[src/rtl/resq_pkg.sv]
// Shared types and constants for the ResQ dispatch controller.
package resq_pkg;

  localparam int unsigned DefZoneW = 8;
  localparam int unsigned PrioW    = 2;

  typedef enum logic [1:0] {
    StIdle,
    StServe,
    StOffer
  } state_e;

  // Index width that stays at least one bit wide, even when there is a single team.
  function automatic int unsigned clog2w(input int unsigned n);
    return (n <= 1) ? 1 : $clog2(n);
  endfunction

endpackage

[src/rtl/team_allocator.sv]
// Picks the lowest-index available team and reports whether any team is available.
module team_allocator
  import resq_pkg::*;
#(
  parameter int unsigned NTeams = 4,
  localparam int unsigned TeamW = clog2w(NTeams)
) (
  input  logic [NTeams-1:0] avail_i,
  output logic [TeamW-1:0]  idx_o,
  output logic              any_o
);

  // Scan from the top down so that the lowest set bit is the last one written.
  always_comb begin
    idx_o = '0;
    for (int i = int'(NTeams) - 1; i >= 0; i--) begin
      if (avail_i[i]) idx_o = TeamW'(i);
    end
  end

  assign any_o = |avail_i;

endmodule

[src/rtl/resq_dispatch_controller.sv]
// Pops the merged queue head, offers it to free field teams with timeout-driven
// retry, and tracks team occupancy and the number of accepted dispatches.
module resq_dispatch_controller
  import resq_pkg::*;
#(
  parameter int unsigned NTeams     = 4,
  parameter int unsigned AckTimeout = 16,
  parameter int unsigned ZoneW      = DefZoneW,
  localparam int unsigned TeamW     = clog2w(NTeams),
  localparam int unsigned TimerW    = clog2w(AckTimeout)
) (
  input  logic              clock_i,
  input  logic              reset_i,
  input  logic              head_valid_i,
  input  logic [ZoneW-1:0]  head_zone_i,
  input  logic [PrioW-1:0]  head_priority_i,
  input  logic              head_evac_i,
  output logic              serve_o,
  output logic              dispatch_valid_o,
  output logic [TeamW-1:0]  dispatch_team_o,
  output logic [ZoneW-1:0]  dispatch_zone_o,
  output logic [PrioW-1:0]  dispatch_priority_o,
  output logic              dispatch_evac_o,
  input  logic              dispatch_ack_i,
  input  logic [NTeams-1:0] team_done_i,
  output logic [NTeams-1:0] team_busy_o,
  output logic              dispatch_error_o,
  output logic [15:0]       dispatched_count_o
);

  state_e              state_q, state_d;
  logic [TeamW-1:0]    team_q, team_d;
  logic [ZoneW-1:0]    zone_q, zone_d;
  logic [PrioW-1:0]    prio_q, prio_d;
  logic                evac_q, evac_d;
  logic [NTeams-1:0]   tried_q, tried_d;
  logic [TimerW-1:0]   timer_q, timer_d;
  logic [NTeams-1:0]   busy_q, busy_d;
  logic [15:0]         count_q, count_d;

  logic [NTeams-1:0]   team_oh;
  logic [NTeams-1:0]   tried_next;
  logic [NTeams-1:0]   alloc_avail;
  logic [TeamW-1:0]    alloc_idx;
  logic                alloc_any;
  logic                timeout;
  logic [NTeams-1:0]   busy_set;
  logic                error;

  // One-hot of the team currently being offered.
  always_comb begin
    team_oh          = '0;
    team_oh[team_q]  = 1'b1;
  end

  // In OFFER the allocator looks for a retry candidate that excludes the team
  // that is timing out right now; in SERVE it only needs the free teams.
  assign tried_next  = tried_q | team_oh;
  assign alloc_avail = (state_q == StOffer) ? (~busy_q & ~tried_next) : ~busy_q;
  assign timeout     = (timer_q == TimerW'(AckTimeout - 1));

  team_allocator #(
    .NTeams (NTeams)
  ) u_team_allocator (
    .avail_i (alloc_avail),
    .idx_o   (alloc_idx),
    .any_o   (alloc_any)
  );

  // Next-state logic for the IDLE -> SERVE -> OFFER handshake.
  always_comb begin
    state_d  = state_q;
    team_d   = team_q;
    zone_d   = zone_q;
    prio_d   = prio_q;
    evac_d   = evac_q;
    tried_d  = tried_q;
    timer_d  = timer_q;
    count_d  = count_q;
    busy_set = '0;
    error    = 1'b0;
    unique case (state_q)
      StIdle: begin
        if (head_valid_i && !(&busy_q)) state_d = StServe;
      end
      StServe: begin
        zone_d  = head_zone_i;
        prio_d  = head_priority_i;
        evac_d  = head_evac_i;
        tried_d = '0;
        team_d  = alloc_idx;
        timer_d = '0;
        state_d = StOffer;
      end
      StOffer: begin
        if (dispatch_ack_i) begin
          busy_set = team_oh;
          if (count_q != 16'hFFFF) count_d = count_q + 16'd1;
          state_d = StIdle;
        end else if (timeout) begin
          tried_d = tried_next;
          if (alloc_any) begin
            team_d  = alloc_idx;
            timer_d = '0;
          end else begin
            error   = 1'b1;
            state_d = StIdle;
          end
        end else begin
          timer_d = timer_q + 1'b1;
        end
      end
      default: state_d = StIdle;
    endcase
  end

  // Done clears occupancy, an accepted offer sets it; both may land on one edge.
  assign busy_d = (busy_q & ~team_done_i) | busy_set;

  // State register; reset discards any captured request.
  always_ff @(posedge clock_i or posedge reset_i) begin
    if (reset_i) begin
      state_q <= StIdle;
      team_q  <= '0;
      zone_q  <= '0;
      prio_q  <= '0;
      evac_q  <= 1'b0;
      tried_q <= '0;
      timer_q <= '0;
      busy_q  <= '0;
      count_q <= '0;
    end else begin
      state_q <= state_d;
      team_q  <= team_d;
      zone_q  <= zone_d;
      prio_q  <= prio_d;
      evac_q  <= evac_d;
      tried_q <= tried_d;
      timer_q <= timer_d;
      busy_q  <= busy_d;
      count_q <= count_d;
    end
  end

  assign serve_o             = (state_q == StServe);
  assign dispatch_valid_o    = (state_q == StOffer);
  assign dispatch_team_o     = team_q;
  assign dispatch_zone_o     = zone_q;
  assign dispatch_priority_o = prio_q;
  assign dispatch_evac_o     = evac_q;
  assign team_busy_o         = busy_q;
  assign dispatch_error_o    = error;
  assign dispatched_count_o  = count_q;

endmodule

[config.mk]
export PLATFORM = sky130hd
export DESIGN_NAME = resq_dispatch_controller
export DESIGN_NICKNAME = d
export VERILOG_FILES = /design/src/rtl/resq_pkg.sv /design/src/rtl/team_allocator.sv /design/src/rtl/resq_dispatch_controller.sv
export SDC_FILE = /design/constraint.sdc
export NUM_CORES = 1
export LEC_CHECK = 0
export CORE_MARGIN = 2
export CORE_UTILIZATION = 26
export CTS_CLUSTER_SIZE = 10
export DETAILED_ROUTE_END_ITERATION = 16
export DONT_BUFFER_PORTS = 1
export GPL_ROUTABILITY_DRIVEN = 1
export PLACE_DENSITY = 0.46
export SYNTH_ARGS = -nofsm -noshare
export SYNTH_HDL_FRONTEND = slang
export SYNTH_SLANG_ARGS = --single-unit
[constraint.sdc]
create_clock -name clock_i -period 1.75 [get_ports clock_i]
set_input_delay 0.35 -clock clock_i [delete_from_list [all_inputs] [get_ports clock_i]]
set_output_delay 0.35 -clock clock_i [all_outputs]
set_load 0.01 [all_outputs]
==> impl_metrics.tcl, run 1 <==
set metrics [dict create \
    hold_viol 0 \
    gr-total-overflow 0 \
    setup_violations 7 \
    port_buffers 0 \
    routedWlPerCell_um 14.68 \
    grt_max_degree 44 \
    worstHoldPathType "input port to asynchronous set/reset pin" \
    layout_commonest_cell "buf_4" \
    relSlewSlack_pct 61.85 \
    clkSlewWorstSetupHoldPaths_ns 0.09 \
    yosys.area_share.simple_pct 13.93 \
    synth_seq_cells 43 \
    grt_setup_unrepaired "yes" \
    synth_cells 192 \
    synth_xor_area_share_pct 6.094 \
    grt_pass1_vias 1620 \
    path_class "flip-flop to flip-flop" \
    power_density_nw_per_um2 1433 \
    vdd_drop_max_mv 0.4070 \
    syn2layout_area_growth_pct 33.55 \
    status "finished, violations left" \
    crit_path_top_delay_cell "dfrtp_1" \
    slowest_delay_ns 0.43 \
    vias_per_cell 4.690 \
    leakage_nw 1.249 \
    cts_buffers 5 \
    drive_gt1_share_pct 39.68 \
    antenna_found_initial 0 \
    path_common_cell "buf_4" \
    finalClockSkew_ns 0.006929 \
    diodes 0 \
    cp_max_fo 6 \
    clk_latency_ns 0.30 \
    drtIter0Drc 69 \
    clock_tree.buffer_depth 2 \
    maxCapViolCount 0 \
    synth_compound_area_share_pct 15.44 \
    core_region_area_um2 8134 \
    grt_util_all_layers_pct 11.72 \
    syn_nets 217 \
    dieArea_um2 9036 \
    critPathLaunchType "flip-flop" \
    fin_cells 352 \
    cts.sinks 43 \
    critical_path_buf_inv_count 2 \
    crit_path_cell_trace "ha_4 > buf_4 > a21oi_2 > nor2_4 > buf_4 > o311ai_4 > mux2_4" \
    timing.final.ws_setup_ns -0.1883 \
    cpLargestDelayFamily "compound AO/OA/AOI/OAI gates" \
    ys_seq_area_share_pct 49.91 \
    violations "negative setup slack" \
    initial_core_util_pct 26.50 \
    whs_ns 0.06373 \
    synth_top_family_by_area "compound AO/OA/AOI/OAI gates" \
    min_period_over_period_pct 110.8 \
    synthMuxAreaShare_pct 8.125 \
    crit_required_ns 1.94 \
    seqCellArea_um2 1076 \
    fin_crit_ns 1.938 \
    die_h_um 95.06 \
    routabilityCongestion 0.7638 \
    synthAdderAreaFrac_pct 3.482 \
    ys.warnings.count 0 \
    num_io_pins 55 \
    syn_area_um2 2156 \
    multi_input_area_um2 1124 \
    tns_ns -1.111 \
    fillers 833 \
    critical_path_arrival_ns 2.12 \
    worstMarginPinSlew_ns 0.5722 \
    ant_nets 0 \
    clock-root-buffer "clkbuf_8" \
    mostFrequentLayoutCells "buf_4 (46), dfrtp_1 (43), nand2_1 (13), xnor2_1 (13), mux2_2 (12)" \
    rows 33 \
    wl_um 5169 \
    syn_area_per_cell_um2 11.23 \
    die_width_um 95.06 \
    cts_max_level 2 \
    dpl.cell_count 339 \
    final_nets 271 \
    post-route-drc-count 0 \
    drtPass1Iterations 4 \
    grt_pass1_wl_um 8231 \
    hold_buffers 0 \
    max_freq_ghz 0.5159 \
    slew_violations 0 \
    power.total_mw 4.127 \
    place_area_um2 2625 \
    num_vias 1651 \
    yosys.cell_types.count 41 \
    cts_tree "built" \
    dpl.hpwl_um 3684 \
    final_area_um2 2879 \
    crit_path_end_kind "flip-flop" \
]
layer usage:
metal  GRT usage [%]  vias to the layer above  wire, um
met5               0                        -         0
li1                -                      790         -
met3           3.241                        9       267
met1           16.45                      814      2485
met2           16.96                       38      2310
met4           4.710                        0       105
kinds of logic after synthesis:
kind of cell	count (synthesis)
adders and majority gates	6
muxes	15
buffers and inverters	15
xor gates and xnor gates	15
and+or+nand+nor	59
AOI/OAI and AO/OA	39
DFF	43
timing repair:
item | CTS | global route
hold endpoints to repair | 0 | 0
resized for setup | 10 | 17
pin swaps | 6 | 11
endpoints found under the setup margin | 9 | 28
cloned | 0 | 0
buffers inserted | 5 | 2
final cells by class:
cell class / count / area share [%]
clock buffer: 5 / 2.390
clock inverter: 3 / 1.521
inverter: 12 / 1.565
multi-input combinational: 134 / 39.03
sequential: 43 / 37.38
tap: 105 / 4.563
timing repair buffer: 50 / 13.56
worst paths after layout:
kind | startpoint | slack (ns) | endpoint | cells past startpoint
setup / recovery | state_q[1] | -0.19 | state_q[0] | 7
hold / removal | reset_i | 0.06 | dispatched_count_o[11] | 2
setup reg to reg | state_q[1] | -0.19 | state_q[0] | 7
hold reg to reg | tried_q[3] | 0.51 | tried_q[3] | 2
max in group asynchronous | reset_i | 1.29 | timer_q[2] | 2
min in group clock_i | team_done_i[2] | 0.14 | team_busy_o[2] | 1
state kept, by name, indices dropped and copies added, names as in the netlist:
register / cells
dispatch_evac_o: 1
dispatch_priority_o: 2
dispatch_team_o: 2
dispatch_zone_o: 8
dispatched_count_o: 16
state_q: 2
team_busy_o: 4
timer_q: 4
tried_q: 4
power breakdown:
part | leakage [nW] | internal (mW) | switching (mW)
Sequential | 0.563 | 1.26 | 0.269
Combinational | 0.628 | 0.929 | 0.879
Clock | 0.0581 | 0.425 | 0.368
Total | 1.25 | 2.61 | 1.52
Yosys cell counts, drive strengths merged:
library cell	n	share of area [%]
or3	1	0.29
and4	1	0.41
a22o	5	2.4
and3	2	0.58
nand2b	2	0.93
mux2i	1	0.46
o22ai	2	0.58
and2	4	1.2
mux2	14	7.7
ha	6	3.5
o32ai	2	0.81
o311ai	3	2.8
nor2	13	2.4
dfrtp	43	50
buf	3	0.93
nand2	15	2.6
nor3	2	0.46
o21ai	10	2.3
a31oi	5	1.5
inv	12	2.1
xor2	2	0.81
o21bai	2	0.70
a21o	1	0.41
nand3	7	1.6
xnor2	13	5.3
o41ai	3	2.1
a21oi	5	1.3
nor2b	3	0.87
o211a	1	0.46
nand4	9	2.6
per-stage QoR:
stage | utilization, % | worst slack, ns
finish | 35.39 | -0.1883
global route | 35.39 | -0.2765
CTS | 34.53 | -0.2436
detailed placement | 32.27 | -0.08771
global placement | 32.27 | -0.03945
floorplan | - | -0.05759
(Power assumes the default switching activity.)
==> run 2, diff against run 1 <==
ABC_AREA = 1   (was not set)
CTS_BUF_LIST = sky130_fd_sc_hd__clkbuf_2   (was not set)
==> run 2 against run 1 <==
Core utilization is 1.2 points lower; register-to-register slack better by 0.26 ns; critical path depth is 1 higher; clock power is 43% lower; cell count is 19% higher; clock skew is 0.020 ns higher; non-clock buffer count is 6 higher; via count is 8.2% higher; wire length is 2.3% higher; global-route usage is 0.35 points lower; total power is 8.1% lower; the flow still finishes with violations (negative setup slack).
==> impl_metrics.tcl, run 2 <==
set metrics [dict create \
    wl_met3_um 279 \
    worstHoldPathType "input port to flip-flop" \
    status "finished, violations left" \
    vias_per_cell 4.275 \
    hold_viol 0 \
    path_common_cell "nor2_4" \
    post-route-drc-count 0 \
    routedWlPerCell_um 12.65 \
    synth_area_leader_cell "dfrtp_1" \
    drtPass1Iterations 5 \
    num_vias 1787 \
    port_buffers 0 \
    grt_util_all_layers_pct 11.37 \
    largest_reg_flops 16 \
    core_region_area_um2 8593 \
    synth_cells 250 \
    routed.top_layer "met4" \
    finalClockSkew_ns 0.02738 \
    cp_max_fo 6 \
    worstMarginPinSlew_ns 0.4690 \
    dieArea_um2 9483 \
    antenna_found_initial 0 \
    layout_commonest_cell "nand2_1" \
    final_nets 334 \
    vdd_drop_max_mv 0.3913 \
    min_period_over_period_pct 115.9 \
    violations "negative setup slack" \
    synth_area_leaders "dfrtp_1 (47%), nand2_1 (12%), mux2_2 (5.5%), xor2_1 (4.6%), inv_1 (4.0%)" \
    synth_common_cells "nand2_1 (72), dfrtp_1 (43), inv_1 (24)" \
    slowest_delay_ns 0.46 \
    crit_path_cell_trace "inv_2 > ha_4 > nand2_1 > nand2_2 > nand2_4 > nor2_4 > nand3_4 > nor2_4" \
    dpl.hpwl_um 3911 \
    initial_core_util_pct 26.38 \
    ys.warnings.count 0 \
    mostFrequentLayoutCells "nand2_1 (70), dfrtp_1 (43), buf_4 (37), inv_1 (19), dlygate4sd3_1 (15)" \
    ys_seq_area_share_pct 47.46 \
    clk_latency_ns 0.41 \
    ant_nets 0 \
    timing.final.ws_setup_ns -0.2779 \
    slew_violations 0 \
    clock-root-buffer "clkbuf_2" \
    die_width_um 97.38 \
    max_freq_ghz 0.4931 \
    rows 34 \
    dpl.cell_count 384 \
    crit_path_end_kind "output port" \
    critical_path_arrival_ns 1.68 \
    grt_setup_unrepaired "yes" \
    clock_tree.buffer_depth 2 \
    drtIter0Drc 39 \
    synth_seq_cells 43 \
    yosysMostFrequentCell "nand2_1" \
    grt_pass1_vias 1752 \
    clkSlewWorstSetupHoldPaths_ns 0.25 \
    power_density_nw_per_um2 1291 \
    path_class "flip-flop to output port" \
    cts_buffers 5 \
    maxCapViolCount 0 \
    hold_depth 1 \
    preCtsSetupSlack_ns 0.06289 \
    synthArstFlopShare_pct 100.0 \
    fin_crit_ns 2.028 \
    critPathLaunchType "flip-flop" \
    synth_top_area_share_pct 47.46 \
    setup_violations 3 \
    gr-total-overflow 0 \
    fin_cells 418 \
    num_io_pins 55 \
    crit_path_top_delay_cell "dfrtp_1" \
    leakage_nw 1.398 \
    die_h_um 97.38 \
    reg2reg_depth 11 \
    synth-main-ff-cell "dfrtp_1" \
    syn_nets 275 \
    grt_pass1_wl_um 8666 \
    cts_tree "built" \
    cts_max_level 2 \
    syn_area_um2 2267 \
    grt_max_degree 25 \
    routabilityCongestion 0.8618 \
    diodes 0 \
    drive_gt1_share_pct 30.32 \
    wl_um 5286 \
    wl_met1_um 2553 \
    syn_area_per_cell_um2 9.069 \
    relSlewSlack_pct 68.68 \
    synth-edff-count 0 \
    route.met2.wl_um 2401 \
    cts.sinks 43 \
    crit_required_ns 1.40 \
    yosys.cell_types.count 31 \
    syn2layout_area_growth_pct 29.53 \
]
[run 2: area by class of cell]
type,count,area (um^2)
fill,928,5657
multi-input combinational,177,1092
sequential,43,1076
timing repair buffer,56,490.5
tap,108,135.1
inverter,26,97.59
clock buffer,5,25.02
clock inverter,3,20.02
[run 2: worst max-delay path: cells and delay by family (launching register included)]
kind,cells,cell delay (ns)
flops,1,0.46
simple gates,6,0.57
buf+inv,1,0.08
fa+ha+maj,1,0.17
[run 2: metrics by stage]
stage	cell area, um^2	utilization [%]	hold WS [ns]	setup TNS (ns)	power [mW]
4_1_cts	2794	32.51	0.003816	-0.4839	3.785
3_3_place_gp	2631	30.62	0.2853	0	3.155
3_5_place_dp	2631	30.62	0.2794	0	3.171
2_1_floorplan	2287	-	0.4418	0	2.653
6_report	2937	34.17	0.08267	-0.4080	3.791
5_1_grt	2937	34.17	0.03678	-0.8715	4.124
[run 2: power breakdown]
group	total [mW]	switching, mW	internal, mW
clock network	0.454	0.357	0.0965
logic	1.78	0.931	0.849
registers	1.56	0.276	1.28
[run 2: repair_timing]
item / in CTS / in global routing
hold endpoints to repair: 22 / 11
setup buffers: 9 / 2
endpoints found under the setup margin: 3 / 11
resized for setup: 4 / 8
pin swaps: 2 / 4
hold buffers: 4 / 11
[run 2: final timing paths]
check,start,endpoint,slack (ns)
hold reg to reg,tried_q[1],tried_q[1],0.52
max in group asynchronous,reset_i,team_busy_o[1],0.85
min in group asynchronous,reset_i,dispatched_count_o[1],0.38
hold / removal,head_zone_i[6],dispatch_zone_o[6],0.08
setup / recovery,state_q[0],dispatch_error_o,-0.28
setup reg to reg,state_q[0],state_q[1],0.07
[run 2: logic make-up (layout without fill, tap and decap cells)]
group / after synthesis / in the layout / synth area share [%]
and+or+nand+nor: 127 / 127 / 26.66
DFF: 43 / 43 / 47.46
buffers and inverters: 30 / 90 / 6.125
AOI/OAI and AO/OA: 18 / 18 / 5.188
xor gates and xnor gates: 15 / 15 / 5.795
muxes: 11 / 11 / 5.464
adders and majority gates: 6 / 6 / 3.311
[run 2: routing by layer]
layer	global-route usage, %	up-vias
li1	-	919
met2	17.08	35
met5	0	-
met4	3.526	0
met1	15.64	828
met3	3.597	5
